`config.mk`:
```
export PLATFORM = sky130hd
export DESIGN_NAME = accumulator_control_decoder_flat
export DESIGN_NICKNAME = d
export VERILOG_FILES = /design/src/rtl/accumulator_control_decoder_if.sv /design/src/rtl/accumulator_control_decoder.sv /design/src/flat_wrapper.sv
export SDC_FILE = /design/constraint.sdc
export NUM_CORES = 1
export LEC_CHECK = 0
export CAP_MARGIN = 20
export CORE_AREA = 2 2 39 41
export CTS_BUF_LIST = sky130_fd_sc_hd__clkbuf_4
export DETAILED_ROUTE_END_ITERATION = 6
export DIE_AREA = 0 0 41 43
export GPL_TIMING_DRIVEN = 0
export HOLD_SLACK_MARGIN = 0.1
export PLACE_DENSITY = 0.64
export SLEW_MARGIN = 20
export SYNTH_ARGS = -nofsm -noshare
export SYNTH_HDL_FRONTEND = slang
export SYNTH_SLANG_ARGS = --single-unit
export TNS_END_PERCENT = 100
```
`constraint.sdc`:
```
create_clock -name clock_in -period 2.58 [get_ports clock_in]
set_input_delay 0.774 -clock clock_in [delete_from_list [all_inputs] [get_ports clock_in]]
set_output_delay 0.774 -clock clock_in [all_outputs]
set_load 0.005 [all_outputs]
```
`src/rtl/accumulator_control_decoder_if.sv`:
```
// accumulator_control_decoder_if: opcode/flag inputs and control outputs between decoder and datapath
// master: decoder side (reads op_code and Z/N flags, drives every control line)
// slave: datapath side (drives op_code and flags, consumes controls)
interface accumulator_control_decoder_if #(
  parameter int DATA_WIDTH = 11,
  parameter int INSTRUCTION_WIDTH = 16
);
  logic [INSTRUCTION_WIDTH-DATA_WIDTH-1:0] op_code;
  logic status_Z_in;
  logic status_N_in;
  logic branch_out;
  logic [1:0] sel_A_out;
  logic sel_B_out;
  logic alu_op_out;
  logic data_memory_wr_out;
  logic acc_wr_out;
  logic pc_wr_out;
  logic status_wr_out;
  logic ir_wr_out;
  logic acc_reset_out;
  logic pc_reset_out;
  logic status_reset_out;
  logic ir_reset_out;
  modport master (
    input  op_code, status_Z_in, status_N_in,
    output branch_out, sel_A_out, sel_B_out, alu_op_out, data_memory_wr_out,
           acc_wr_out, pc_wr_out, status_wr_out, ir_wr_out,
           acc_reset_out, pc_reset_out, status_reset_out, ir_reset_out
  );
  modport slave (
    output op_code, status_Z_in, status_N_in,
    input  branch_out, sel_A_out, sel_B_out, alu_op_out, data_memory_wr_out,
           acc_wr_out, pc_wr_out, status_wr_out, ir_wr_out,
           acc_reset_out, pc_reset_out, status_reset_out, ir_reset_out
  );
endinterface

```
`src/rtl/accumulator_control_decoder.sv`:
```
// accumulator_control_decoder: two-phase fetch/execute control unit for the 16-bit accumulator CPU
// clock_in: rising-edge clock; reset_in: asynchronous active-low reset
// bus (master): op_code and Z/N flags in; selects, write enables, branch and register clears out
module accumulator_control_decoder #(
  parameter int DATA_WIDTH = 11,
  parameter int INSTRUCTION_WIDTH = 16
) (
  input logic clock_in,
  input logic reset_in,
  accumulator_control_decoder_if.master bus
);
  localparam int OW = INSTRUCTION_WIDTH - DATA_WIDTH;
  typedef enum logic [1:0] {RST, FETCH, EXEC} state_t;
  state_t state_q, state_d;
  logic [OW-1:0] op;
  logic ex, arith, br_op, cond;
  assign op = bus.op_code;
  always_comb state_d = state_q == FETCH ? EXEC : FETCH;
  always_ff @(posedge clock_in or negedge reset_in)
    if (!reset_in) state_q <= RST;
    else state_q <= state_d;
  // Outputs stay combinational so a flag change or reset shows up within the same cycle.
  always_comb begin
    ex = state_q == EXEC;
    arith = op >= OW'(4) && op <= OW'(7);
    br_op = op >= OW'(8) && op <= OW'(14);
    cond = op[2:0] == 3'd0 ? bus.status_Z_in :
           op[2:0] == 3'd1 ? !bus.status_Z_in :
           op[2:0] == 3'd2 ? !bus.status_Z_in && !bus.status_N_in :
           op[2:0] == 3'd3 ? !bus.status_N_in :
           op[2:0] == 3'd4 ? bus.status_N_in :
           op[2:0] == 3'd5 ? bus.status_Z_in || bus.status_N_in : 1'b1;
    bus.acc_reset_out = state_q == RST;
    bus.pc_reset_out = state_q == RST;
    bus.status_reset_out = state_q == RST;
    bus.ir_reset_out = state_q == RST;
    bus.ir_wr_out = state_q == FETCH;
    bus.pc_wr_out = ex && op != '0;
    bus.data_memory_wr_out = ex && op == OW'(1);
    bus.acc_wr_out = ex && (op == OW'(2) || op == OW'(3) || arith);
    bus.status_wr_out = ex && arith;
    bus.sel_A_out = !ex ? 2'b00 : arith ? 2'b10 : op == OW'(3) ? 2'b01 : 2'b00;
    bus.sel_B_out = ex && arith && op[0];
    bus.alu_op_out = ex && arith && op[1];
    bus.branch_out = ex && br_op && cond;
  end
endmodule

```
`src/flat_wrapper.sv`:
```
// flat-port wrapper written by rule: the top's interface ports become plain ports
module accumulator_control_decoder_flat 
#(
  parameter int DATA_WIDTH = 11,
  parameter int INSTRUCTION_WIDTH = 16
)
  (clock_in, reset_in, bus_op_code, bus_status_Z_in, bus_status_N_in, bus_branch_out, bus_sel_A_out, bus_sel_B_out, bus_alu_op_out, bus_data_memory_wr_out, bus_acc_wr_out, bus_pc_wr_out, bus_status_wr_out, bus_ir_wr_out, bus_acc_reset_out, bus_pc_reset_out, bus_status_reset_out, bus_ir_reset_out);
  accumulator_control_decoder_if #(.DATA_WIDTH(DATA_WIDTH), .INSTRUCTION_WIDTH(INSTRUCTION_WIDTH)) bus_i ();
  input logic clock_in;
  input logic reset_in;
  input wire logic [$bits(bus_i.op_code)-1:0] bus_op_code;
  input wire logic [$bits(bus_i.status_Z_in)-1:0] bus_status_Z_in;
  input wire logic [$bits(bus_i.status_N_in)-1:0] bus_status_N_in;
  output wire logic [$bits(bus_i.branch_out)-1:0] bus_branch_out;
  output wire logic [$bits(bus_i.sel_A_out)-1:0] bus_sel_A_out;
  output wire logic [$bits(bus_i.sel_B_out)-1:0] bus_sel_B_out;
  output wire logic [$bits(bus_i.alu_op_out)-1:0] bus_alu_op_out;
  output wire logic [$bits(bus_i.data_memory_wr_out)-1:0] bus_data_memory_wr_out;
  output wire logic [$bits(bus_i.acc_wr_out)-1:0] bus_acc_wr_out;
  output wire logic [$bits(bus_i.pc_wr_out)-1:0] bus_pc_wr_out;
  output wire logic [$bits(bus_i.status_wr_out)-1:0] bus_status_wr_out;
  output wire logic [$bits(bus_i.ir_wr_out)-1:0] bus_ir_wr_out;
  output wire logic [$bits(bus_i.acc_reset_out)-1:0] bus_acc_reset_out;
  output wire logic [$bits(bus_i.pc_reset_out)-1:0] bus_pc_reset_out;
  output wire logic [$bits(bus_i.status_reset_out)-1:0] bus_status_reset_out;
  output wire logic [$bits(bus_i.ir_reset_out)-1:0] bus_ir_reset_out;
  assign bus_i.op_code = bus_op_code;
  assign bus_i.status_Z_in = bus_status_Z_in;
  assign bus_i.status_N_in = bus_status_N_in;
  assign bus_branch_out = bus_i.branch_out;
  assign bus_sel_A_out = bus_i.sel_A_out;
  assign bus_sel_B_out = bus_i.sel_B_out;
  assign bus_alu_op_out = bus_i.alu_op_out;
  assign bus_data_memory_wr_out = bus_i.data_memory_wr_out;
  assign bus_acc_wr_out = bus_i.acc_wr_out;
  assign bus_pc_wr_out = bus_i.pc_wr_out;
  assign bus_status_wr_out = bus_i.status_wr_out;
  assign bus_ir_wr_out = bus_i.ir_wr_out;
  assign bus_acc_reset_out = bus_i.acc_reset_out;
  assign bus_pc_reset_out = bus_i.pc_reset_out;
  assign bus_status_reset_out = bus_i.status_reset_out;
  assign bus_ir_reset_out = bus_i.ir_reset_out;
  accumulator_control_decoder #(.DATA_WIDTH(DATA_WIDTH), .INSTRUCTION_WIDTH(INSTRUCTION_WIDTH)) u_core (.clock_in(clock_in), .reset_in(reset_in), .bus(bus_i));
endmodule
```
==> results.py <==
metrics = {
    "status": {
        "outcome": "finished, violations left",
        "violations": "setup timing",
    },
    "logic_synthesis": {
        "yosys_most_used_dff": "dfrtp_1",
        "synth_cell_type_count": 20,
        "synth_compound_gate_area_share": 0.225,
        "synthMuxAreaShare": 0,
        "yosys.area.top_type": "dfrtp_1",
        "synth_top_family_by_area": "simple AND/OR/NAND/NOR gates",
        "async_flop_share": 1.00,
        "yosysMostFrequentCell": "buf_4",
        "syn_area_um2": 250,
        "syn_area_per_cell_um2": 8.34,
        "synth_cells": 30,
        "ys_seq_area_frac": 0.200,
        "synthAdderAreaFrac": 0,
        "synthTopCellsByArea": "dfrtp_1 20%, buf_4 12%, a2111oi_2 6.0%",
        "synth_xor_area_frac": 0.0350,
        "ys_ff_latch": 2,
        "yosys.area_share.simple": 0.330,
        "synth_edf_count": 0,
        "synthesis.nets": 39,
        "synth_warnings": 0,
        "synth_common_cells": "4 x buf_4, 3 x inv_1",
        "synth_top_area_frac": 0.200,
    },
    "worst_setup_path": {
        "critPathArrivalTime_ns": 1.81,
        "worst_setup_path_end_kind": "primary output",
        "rr_startpoint": "u_core.state_q[1]",
        "cp_slowest_cell": "a2111oi_2",
        "worstSetupStartpointType": "primary input",
        "required_ns": 1.81,
        "r2r_cells": 2,
        "r2r_slack_ns": 1.89,
        "r2r_end": "u_core.state_q[1]",
        "cp_cell_sequence": "buf_12 > o21bai_1 > a211o_1 > a2111oi_2 > buf_2",
        "cp_max_fo": 8,
        "crit_type": "in2out",
        "critPathMaxStageDelay_ns": 0.35,
    },
    "detailed_routing": {
        "post_drt_wl_per_cell_um": 10.5,
        "dr.pass1.iters": 2,
        "via_count": 319,
        "drt_iter0_markers": 2,
        "drc": 0,
        "routed_via_density": 4.49,
        "final_antenna_net_count": 0,
        "drt-total-wl_um": 746,
    },
    "clock_network": {
        "htreeDepth": 1,
        "clock_latency_ns": 0.22,
        "clock_path_buffers": 2,
        "cts_tree": "yes",
        "cts_inserted_buffers": 3,
        "cts.sinks": 2,
        "clk_pin_slew_ns": 0.03,
        "clockRootBuffer": "clkbuf_4",
        "ctsHoldBuffers": 0,
    },
    "placed_design": {
        "place_ws_ns": -0.850,
        "place_congestion": 0.578,
        "port_buffers": 21,
        "dp_hpwl_um": 525,
    },
    "sta": {
        "timing.slew.headroom": 0.829,
        "fin_ws_ns": -0.00604,
        "worst_slew_pin_slew_ns": 0.256,
        "setup_viol": 1,
        "clock_skew_ns": 0.00364,
        "fin_crit_sh": 1.00,
        "period_needed_ns": 2.59,
        "hold_viol": 0,
        "fmax_mhz": 387,
        "maxSlewViolCount": 0,
        "tns_ns": -0.00604,
        "rsz0062_at_grt": "true",
    },
    "grt": {
        "use_met1": 0.110,
        "grt_pass1_wl_um": 1090,
        "gr-usage-met3": 0.0524,
        "grt_pass1_vias": 278,
        "grt.met2_usage": 0.122,
        "track_usage": 0.0955,
        "gr-total-overflow": 0,
        "top_usage_layer": "met2",
        "antenna_found_initial": 0,
        "grt_max_degree": 11,
    },
    "cells_and_area": {
        "fin_util": 0.380,
        "antenna_cells": 0,
        "top_regs": "u_core.state_q (2)",
        "nFillCells": 148,
        "drive_gt1_frac": 0.455,
        "largest_register_ffs": 2,
        "final_nets": 66,
        "max_flop_register": "u_core.state_q",
        "synthToLayoutAreaGrowth_pct": 110,
    },
    "worst_hold_path": {
        "hold_start": "u_core.state_q[0]",
        "hp-class": "reg2reg",
        "min_path_cells": 1,
        "hold_end": "u_core.state_q[0]",
    },
    "floorplanning": {
        "dieArea_um2": 1760,
        "fp.dieW_um": 41,
        "die_h_um": 43,
        "coreArea_um2": 1380,
        "ioPinCount": 23,
        "num_rows": 14,
        "start_util": 0.181,
    },
    "job": {
        "drv_cap": 0,
    },
    "power_and_ir_drop": {
        "peakVddDrop_mv": 0.265,
        "leakage_nw": 0.295,
        "p_per_area_nw_per_um2": 242,
    },
}
[kinds of logic (layout without fill, tap and decap cells)]
| family | after synthesis | in the layout |
|---|---|---|
| compound gates | 7 | 7 |
| xor+xnor | 1 | 1 |
| simple gates | 12 | 12 |
| buf+inv | 8 | 33 |
| flops | 2 | 2 |
[critical path, delay by kind of cell]
kind                   cells  cell delay [ns]
AO/OA/AOI/OAI              3             0.76
buffers and inverters      2             0.28
[power breakdown]
part	leakage (nW)	total (mW)	internal [mW]	switching (mW)
Clock	0.0138	0.0673	0.0512	0.0161
Sequential	0.0239	0.0316	0.0316	0
Combinational	0.257	0.0285	0.0133	0.0152
Total	0.295	0.127	0.0961	0.0313
[layout make-up]
cell class | count | area [um^2] | area share
inverter | 3 | 11.3 | 0.0214
buffer | 4 | 42.5 | 0.0810
timing repair buffer | 23 | 194 | 0.369
tap | 16 | 20.0 | 0.0381
multi-input combinational | 20 | 185 | 0.352
clock buffer | 3 | 22.5 | 0.0429
sequential | 2 | 50.0 | 0.0952
[through the flow]
step           power, mW  hold WS [ns]  std cells  cell area (um^2)
2_1_floorplan     0.0421         0.446         30               250
3_3_place_gp      0.0586         0.463         67               480
3_5_place_dp      0.0590         0.473         67               480
4_1_cts            0.129         0.479         69               504
5_1_grt            0.141         0.506         71               526
6_report           0.127         0.474         71               526
[cells in the final DEF, fill, tap and decap left out, types with 2 or more instances in the layout]
| master | n |
|---|---|
| clkbuf_4 | 3 |
| dfrtp_1 | 2 |
| dlymetal6s2s_1 | 3 |
| inv_1 | 2 |
| buf_2 | 6 |
| clkdlybuf4s50_1 | 8 |
| dlygate4sd2_1 | 3 |
| buf_4 | 5 |
[worst max-delay path by stage]
stage / start / endpoint / slack, ns / depth (start not counted)
final: bus_op_code[1] / bus_branch_out / -0.006 / 5
after global routing: bus_op_code[1] / bus_branch_out / -0.05 / 5
after CTS: bus_op_code[4] / bus_alu_op_out / -0.04 / 4
after detailed placement: bus_op_code[0] / bus_branch_out / -0.85 / 5
after global placement: bus_op_code[0] / bus_branch_out / -0.86 / 5
after floorplan: bus_op_code[1] / bus_branch_out / 0.11 / 4
[per-layer routing]
metal	routed length [um]	share of wire
met1	301	0.40
met2	344	0.46
met3	100	0.13
met4	0	0
met5	0	0
[what timing repair did]
action,4_1_cts,5_1_grt
setup buffers,0,2
resized for setup,34,10
pin swaps,6,3
cloned,0,0
hold endpoints to repair,0,0
setup endpoints to repair,9,6
(Power assumes the default switching activity.)
